$ cat src/rtl/bsg_manycore_pkg.sv
// Shared state encoding and sizing helpers for the manycore reset sequencer.
package bsg_manycore_pkg;

  typedef enum logic [2:0] {
    e_rs_hold,
    e_rs_settle,
    e_rs_release,
    e_rs_run,
    e_rs_done,
    e_rs_timeout
  } bsg_manycore_reset_seq_state_e;

  localparam int bsg_manycore_reset_stagger_default_gp = 2;

  // Counter width that stays at least one bit for degenerate ranges.
  function automatic int bsg_safe_clog2(input int x);
    return (x <= 1) ? 1 : $clog2(x);
  endfunction

endpackage

$ cat src/rtl/bsg_manycore_reset_stagger.sv
// Releases a per-domain reset vector as a thermometer code, lowest index first,
// one domain every stagger_p cycles after start (all together when stagger_p is 0).
module bsg_manycore_reset_stagger
  import bsg_manycore_pkg::*;
#(
  parameter int num_domains_p = 4,
  parameter int stagger_p     = bsg_manycore_reset_stagger_default_gp
) (
  input  logic                     clk_i,
  input  logic                     reset_i,
  input  logic                     start_i,
  input  logic                     clear_i,
  output logic [num_domains_p-1:0] reset_o,
  output logic                     last_o
);

  localparam int cnt_w_lp = bsg_safe_clog2(stagger_p + 1);
  localparam int idx_w_lp = bsg_safe_clog2(num_domains_p + 1);
  localparam logic [cnt_w_lp-1:0] cnt_last_lp = cnt_w_lp'((stagger_p > 0) ? stagger_p - 1 : 0);
  localparam logic [idx_w_lp-1:0] idx_last_lp = idx_w_lp'(num_domains_p - 1);
  localparam bit all_at_once_lp = (stagger_p == 0) || (num_domains_p == 1);

  logic [num_domains_p-1:0] reset_q, reset_d;
  logic [cnt_w_lp-1:0]      cnt_q, cnt_d;
  logic [idx_w_lp-1:0]      idx_q, idx_d;
  logic                     active_q, active_d;

  always_comb begin
    reset_d  = reset_q;
    cnt_d    = cnt_q;
    idx_d    = idx_q;
    active_d = active_q;
    last_o   = 1'b0;
    if (clear_i) begin
      reset_d  = '1;
      cnt_d    = '0;
      idx_d    = '0;
      active_d = 1'b0;
    end else if (start_i) begin
      if (all_at_once_lp) begin
        reset_d = '0;
        last_o  = 1'b1;
      end else begin
        reset_d  = {num_domains_p{1'b1}} << 1;
        idx_d    = idx_w_lp'(1);
        cnt_d    = '0;
        active_d = 1'b1;
      end
    end else if (active_q) begin
      if (cnt_q == cnt_last_lp) begin
        // Shifting the thermometer left releases the next-higher domain.
        reset_d = reset_q << 1;
        idx_d   = idx_q + idx_w_lp'(1);
        cnt_d   = '0;
        if (idx_q == idx_last_lp) begin
          active_d = 1'b0;
          last_o   = 1'b1;
        end
      end else begin
        cnt_d = cnt_q + cnt_w_lp'(1);
      end
    end
  end

  always_ff @(posedge clk_i or posedge reset_i) begin
    if (reset_i) begin
      reset_q  <= '1;
      cnt_q    <= '0;
      idx_q    <= '0;
      active_q <= 1'b0;
    end else begin
      reset_q  <= reset_d;
      cnt_q    <= cnt_d;
      idx_q    <= idx_d;
      active_q <= active_d;
    end
  end

  assign reset_o = reset_q;

endmodule

$ cat src/rtl/bsg_manycore_reset_sequencer.sv
// Holds all reset domains until tag programming completes, releases them staggered,
// then counts RUN cycles until finish or timeout; reassert_i replays the sequence.
module bsg_manycore_reset_sequencer
  import bsg_manycore_pkg::*;
#(
  parameter int num_domains_p = 4,
  parameter int reset_depth_p = 3,
  parameter int stagger_p     = bsg_manycore_reset_stagger_default_gp,
  parameter int ctr_width_p   = 32,
  parameter int timeout_p     = 0
) (
  input  logic                     clk_i,
  input  logic                     reset_i,
  input  logic                     tag_done_i,
  input  logic                     finish_i,
  input  logic                     reassert_i,
  output logic [num_domains_p-1:0] reset_o,
  output logic                     all_released_o,
  output logic [ctr_width_p-1:0]   cycle_ctr_o,
  output logic                     done_o,
  output logic                     timeout_o
);

  localparam int settle_w_lp = bsg_safe_clog2(reset_depth_p + 1);
  localparam logic [settle_w_lp-1:0] settle_last_lp = settle_w_lp'(reset_depth_p - 1);
  localparam logic [ctr_width_p-1:0] timeout_lp     = ctr_width_p'(timeout_p);

  bsg_manycore_reset_seq_state_e state_q, state_d;
  logic [settle_w_lp-1:0] settle_q, settle_d;
  logic [ctr_width_p-1:0] ctr_q, ctr_d;
  logic all_rel_q, all_rel_d, done_q, done_d, timeout_q, timeout_d;
  logic reassert_hit, tag_drop, settle_done, timeout_hit, stg_clear, stg_last;

  assign reassert_hit = reassert_i && (state_q != e_rs_hold);
  assign tag_drop     = !tag_done_i && ((state_q == e_rs_settle) || (state_q == e_rs_release));
  assign settle_done  = !reassert_hit && tag_done_i && (state_q == e_rs_settle)
                        && (settle_q == settle_last_lp);
  assign timeout_hit  = (timeout_p != 0) && (ctr_q == timeout_lp);
  assign stg_clear    = reassert_hit || tag_drop;

  bsg_manycore_reset_stagger #(
    .num_domains_p(num_domains_p),
    .stagger_p    (stagger_p)
  ) stagger (
    .clk_i  (clk_i),
    .reset_i(reset_i),
    .start_i(settle_done),
    .clear_i(stg_clear),
    .reset_o(reset_o),
    .last_o (stg_last)
  );

  always_ff @(posedge clk_i or posedge reset_i) begin
    if (reset_i) state_q <= e_rs_hold;
    else         state_q <= state_d;
  end

  always_comb begin
    state_d = state_q;
    if (reassert_hit) begin
      state_d = tag_done_i ? e_rs_settle : e_rs_hold;
    end else begin
      case (state_q)
        e_rs_hold:    if (tag_done_i) state_d = e_rs_settle;
        e_rs_settle: begin
          if (!tag_done_i)      state_d = e_rs_hold;
          else if (settle_done) state_d = stg_last ? e_rs_run : e_rs_release;
        end
        e_rs_release: begin
          if (!tag_done_i)   state_d = e_rs_hold;
          else if (stg_last) state_d = e_rs_run;
        end
        // Finish outranks a coincident timeout.
        e_rs_run: begin
          if (finish_i)         state_d = e_rs_done;
          else if (timeout_hit) state_d = e_rs_timeout;
        end
        default: state_d = state_q;
      endcase
    end
  end

  always_comb begin
    settle_d  = settle_q;
    ctr_d     = ctr_q;
    all_rel_d = all_rel_q;
    done_d    = done_q;
    timeout_d = timeout_q;
    if (stg_clear) begin
      settle_d  = '0;
      ctr_d     = '0;
      all_rel_d = 1'b0;
      done_d    = 1'b0;
      timeout_d = 1'b0;
    end else begin
      if (stg_last) all_rel_d = 1'b1;
      case (state_q)
        e_rs_hold:   settle_d = '0;
        e_rs_settle: if (!settle_done) settle_d = settle_q + settle_w_lp'(1);
        e_rs_run: begin
          if (finish_i)          done_d    = 1'b1;
          else if (timeout_hit)  timeout_d = 1'b1;
          else if (ctr_q != '1)  ctr_d     = ctr_q + ctr_width_p'(1);
        end
        default: ;
      endcase
    end
  end

  always_ff @(posedge clk_i or posedge reset_i) begin
    if (reset_i) begin
      settle_q  <= '0;
      ctr_q     <= '0;
      all_rel_q <= 1'b0;
      done_q    <= 1'b0;
      timeout_q <= 1'b0;
    end else begin
      settle_q  <= settle_d;
      ctr_q     <= ctr_d;
      all_rel_q <= all_rel_d;
      done_q    <= done_d;
      timeout_q <= timeout_d;
    end
  end

  assign all_released_o = all_rel_q;
  assign cycle_ctr_o    = ctr_q;
  assign done_o         = done_q;
  assign timeout_o      = timeout_q;

endmodule

$ cat config.mk
export PLATFORM = sky130hd
export DESIGN_NAME = bsg_manycore_reset_sequencer
export DESIGN_NICKNAME = d
export VERILOG_FILES = /design/src/rtl/bsg_manycore_pkg.sv /design/src/rtl/bsg_manycore_reset_stagger.sv /design/src/rtl/bsg_manycore_reset_sequencer.sv
export SDC_FILE = /design/constraint.sdc
export NUM_CORES = 1
export LEC_CHECK = 0
export BUFFER_PORTS_ARGS = -buffer_cell sky130_fd_sc_hd__buf_2
export CAP_MARGIN = 30
export CORE_AREA = 2 2 74 76
export CTS_CLUSTER_DIAMETER = 40
export DETAILED_ROUTE_END_ITERATION = 8
export DIE_AREA = 0 0 76 78
export PLACE_DENSITY = 0.72
export REMOVE_ABC_BUFFERS = 1
export SYNTH_ARGS = -nofsm -noshare
export SYNTH_HDL_FRONTEND = slang
export SYNTH_SLANG_ARGS = --single-unit
$ cat constraint.sdc
create_clock -name clk_i -period 6.1 [get_ports clk_i]
set_clock_uncertainty 0.15 [all_clocks]
set_input_delay 0.915 -clock clk_i [delete_from_list [all_inputs] [get_ports clk_i]]
set_output_delay 0.915 -clock clk_i [all_outputs]
set_load 0.02 [all_outputs]
==> results.toml <==
[clock_tree]
clk_pin_slew_ps = 90
insertion_delay_ps = 300
ctsResizeCount = 0
postCtsSetupRepairBufs = 0
cts_sinks = 49
ctsHoldBuffers = 0
numCtsBuffers = 5
clock-root-buffer = "clkbuf_8"
cts_tree = "done"
clockBufferDepth = 2
cts_htree_levels = 2

[sta]
rsz0062_at_grt = "false"
relSlewSlack_pct = 53.08
min_period_over_period_pct = 44.99
setup_tns_ps = 0
hold_viol = 0
max_freq_mhz = 364.4
drv_slew = 0
period_needed_ps = 2744
worst_slew_pin_slew_ps = 702.4
setup_slack_ps = 3356
setup_viol = 0

[synth]
synth_edf_count = 0
synth_cell_types = 45
yosysTopAreaCell = "dfrtp_1"
async_reset_ff_share_pct = 100.0
netlist_top_cells_area = "dfrtp_1 (41%), a21oi_1 (5.5%), or3_1 (4.8%)"
synth_cells = 300
yosys_warnings = 0
synthesis.area_sq_um = 2714
synth_top_cell_area_share_pct = 41.49
yosys_register_bits = 49
synth_ff_type = "dfrtp_1"
ys_seq_area_share_pct = 45.37
synth.cells.most_frequent = "dfrtp_1 (45), a21oi_1 (30), nand2_1 (28)"
synth_most_common_cell = "dfrtp_1"
synth_area_per_cell_sq_um = 9.046

[worst_setup_path]
critPathMaxStageDelay_ps = 630
endpoint_kind = "register"
cp-start-kind = "input port"
reg2regPathDepth = 7
rr_startpoint = "cycle_ctr_o[0]"
crit_start = "finish_i"
r2r_slack_ps = 3500
path_cells = "buf_2, nand4bb_4, nor4_4, nand4_1, or3_1, a21oi_1"
cp_data_required_time_ps = 6170
crit_slowest_cell = "nor4_4"
r2r_end = "cycle_ctr_o[19]"
crit_arrival_ps = 2820
path_class = "input port to register"
path_max_fanout = 12

[routing]
routed_wirelength_um = 6320
post_drt_wl_per_cell_um = 15.41
dr.pass1.iters = 4
first_iter_violations = 248
ant_nets = 0
viasPerCell = 5.868
dr_total_vias = 2406
drc = 0

[global_routing]
grt.overflow.total = 0
antenna_found_initial = 0
grt_max_degree = 32
grt_usage_pct = 22.60
grt_pass1_wl_um = 10940
first_global_vias = 2275

[worst_hold_path]
holdCritStartpoint = "stagger.reset_o[1]"
hold_path_end = "stagger.reset_o[2]"
hold_path_depth = 2
min_path_type = "register to register"

[layout]
num-nets-final = 348
antenna_cells = 0
syn_to_final_growth_pct = 14.29
drive_above_1_share_pct = 22.06

[power_and_ir_drop]
leakagePower_nw = 1.428
powerDensity_nw_per_um2 = 205.7
ir_drop_mv = 0.1211

[placed_design]
finalWeightedCongestion = 0.8360
dp_hpwl_um = 4340
pre_cts_slack_ps = 3075
io_buffers = 42

[floorplan]
start_util_pct = 53.82
coreArea_sq_um = 5042
die_w_um = 76
num_io_pins = 44
std_cell_rows = 26
die_area_sq_um = 5928
fp.dieH_um = 78

[status]
status = "completed"

[flow_run]
drv_cap = 0
-- layer usage --
metal	vias up	wire, um	global-route usage, %
met1	1164	2944	31.14
met3	8	274	3.488
met4	0	75	8.182
li1	1176	-	-
met5	-	0	0
met2	58	3026	36.52
-- worst max-delay path, delay by kind of cell --
family          cells  cell delay [ps]
simple gates        4             1620
compound gates      1              150
buf+inv             1              120
-- area by class of cell --
| cell class | count | area, sq um |
|---|---|---|
| multi-input cells | 226 | 1369 |
| clock buffers | 7 | 86.33 |
| inverters | 12 | 45.04 |
| repair buffers | 45 | 252.7 |
| clock inverters | 1 | 30.03 |
| fillers | 450 | 1941 |
| well taps | 70 | 87.58 |
| flip-flops and latches | 49 | 1231 |
-- layout by cell type, fill, tap and decap left out, types with 2 or more instances in the layout --
cell / netlist / layout
o31ai_1: 2 / 2
or4_1: 5 / 5
dfrtp_1: 45 / 45
buf_2: 6 / 42
dfstp_2: 4 / 4
o21ai_0: 26 / 26
o21ai_1: 2 / 2
xnor2_1: 2 / 2
a211oi_1: 2 / 2
and3_1: 8 / 8
inv_1: 12 / 11
xor2_1: 4 / 4
ha_1: 4 / 4
or2_2: 2 / 2
nor2_2: 1 / 2
nor3_1: 4 / 4
o21bai_1: 2 / 2
a21oi_1: 30 / 30
and2_1: 2 / 2
nand2_1: 28 / 28
a31oi_1: 2 / 2
nor2_1: 19 / 18
clkbuf_8: 0 / 6
nand3_1: 25 / 25
nand4_1: 14 / 14
mux2_2: 4 / 4
or3_1: 21 / 21
nor4_4: 3 / 3
-- power breakdown --
part	total, mW	switching [mW]	leakage [nW]	internal, mW
registers	0.336	0.00699	0.668	0.329
logic	0.0577	0.0414	0.702	0.0163
clock network	0.245	0.111	0.0585	0.134
-- registers in the layout, summed over array words and instances (netlist names) --
register and cells:
cycle_ctr_o 32, done_o 1, state_q 3, stagger.cnt_q 2, stagger.reset_o 4, settle_q 2, all_released_o 1, stagger.active_q 1
stagger.idx_q 3
-- through the flow --
stage	hold slack, ps	instance area [sq um]	power (mW)	utilization [%]	std cells
after floorplan	303.7	2643	0.3773	-	287
after global placement	317.9	2950	0.3974	58.51	400
after detailed placement	331.9	2985	0.3997	59.21	402
after CTS	347.5	3102	0.6428	61.51	410
after global routing	360.6	3102	0.6667	61.51	410
final	342.5	3102	0.6379	61.51	410
-- worst max path at each step --
stage / endpoint
2_1_floorplan: settle_q[0]
3_3_place_gp: cycle_ctr_o[27]
3_5_place_dp: cycle_ctr_o[29]
4_1_cts: cycle_ctr_o[29]
5_1_grt: cycle_ctr_o[27]
6_report: cycle_ctr_o[29]
-- cells by family (layout without fill, tap and decap cells) --
| family | Yosys count | in the layout | share of synthesized area [%] |
|---|---|---|---|
| and+or+nand+nor | 139 | 139 | 29.83 |
| muxes | 4 | 4 | 1.660 |
| DFF | 49 | 49 | 45.37 |
| xor gates and xnor gates | 6 | 6 | 1.936 |
| buffers and inverters | 25 | 65 | 4.287 |
| adders and majority gates | 4 | 4 | 1.844 |
| AOI/OAI and AO/OA | 72 | 72 | 14.94 |
| other | 1 | 1 | 0.1382 |
No activity file was read; power rests on OpenSTA's default activity.
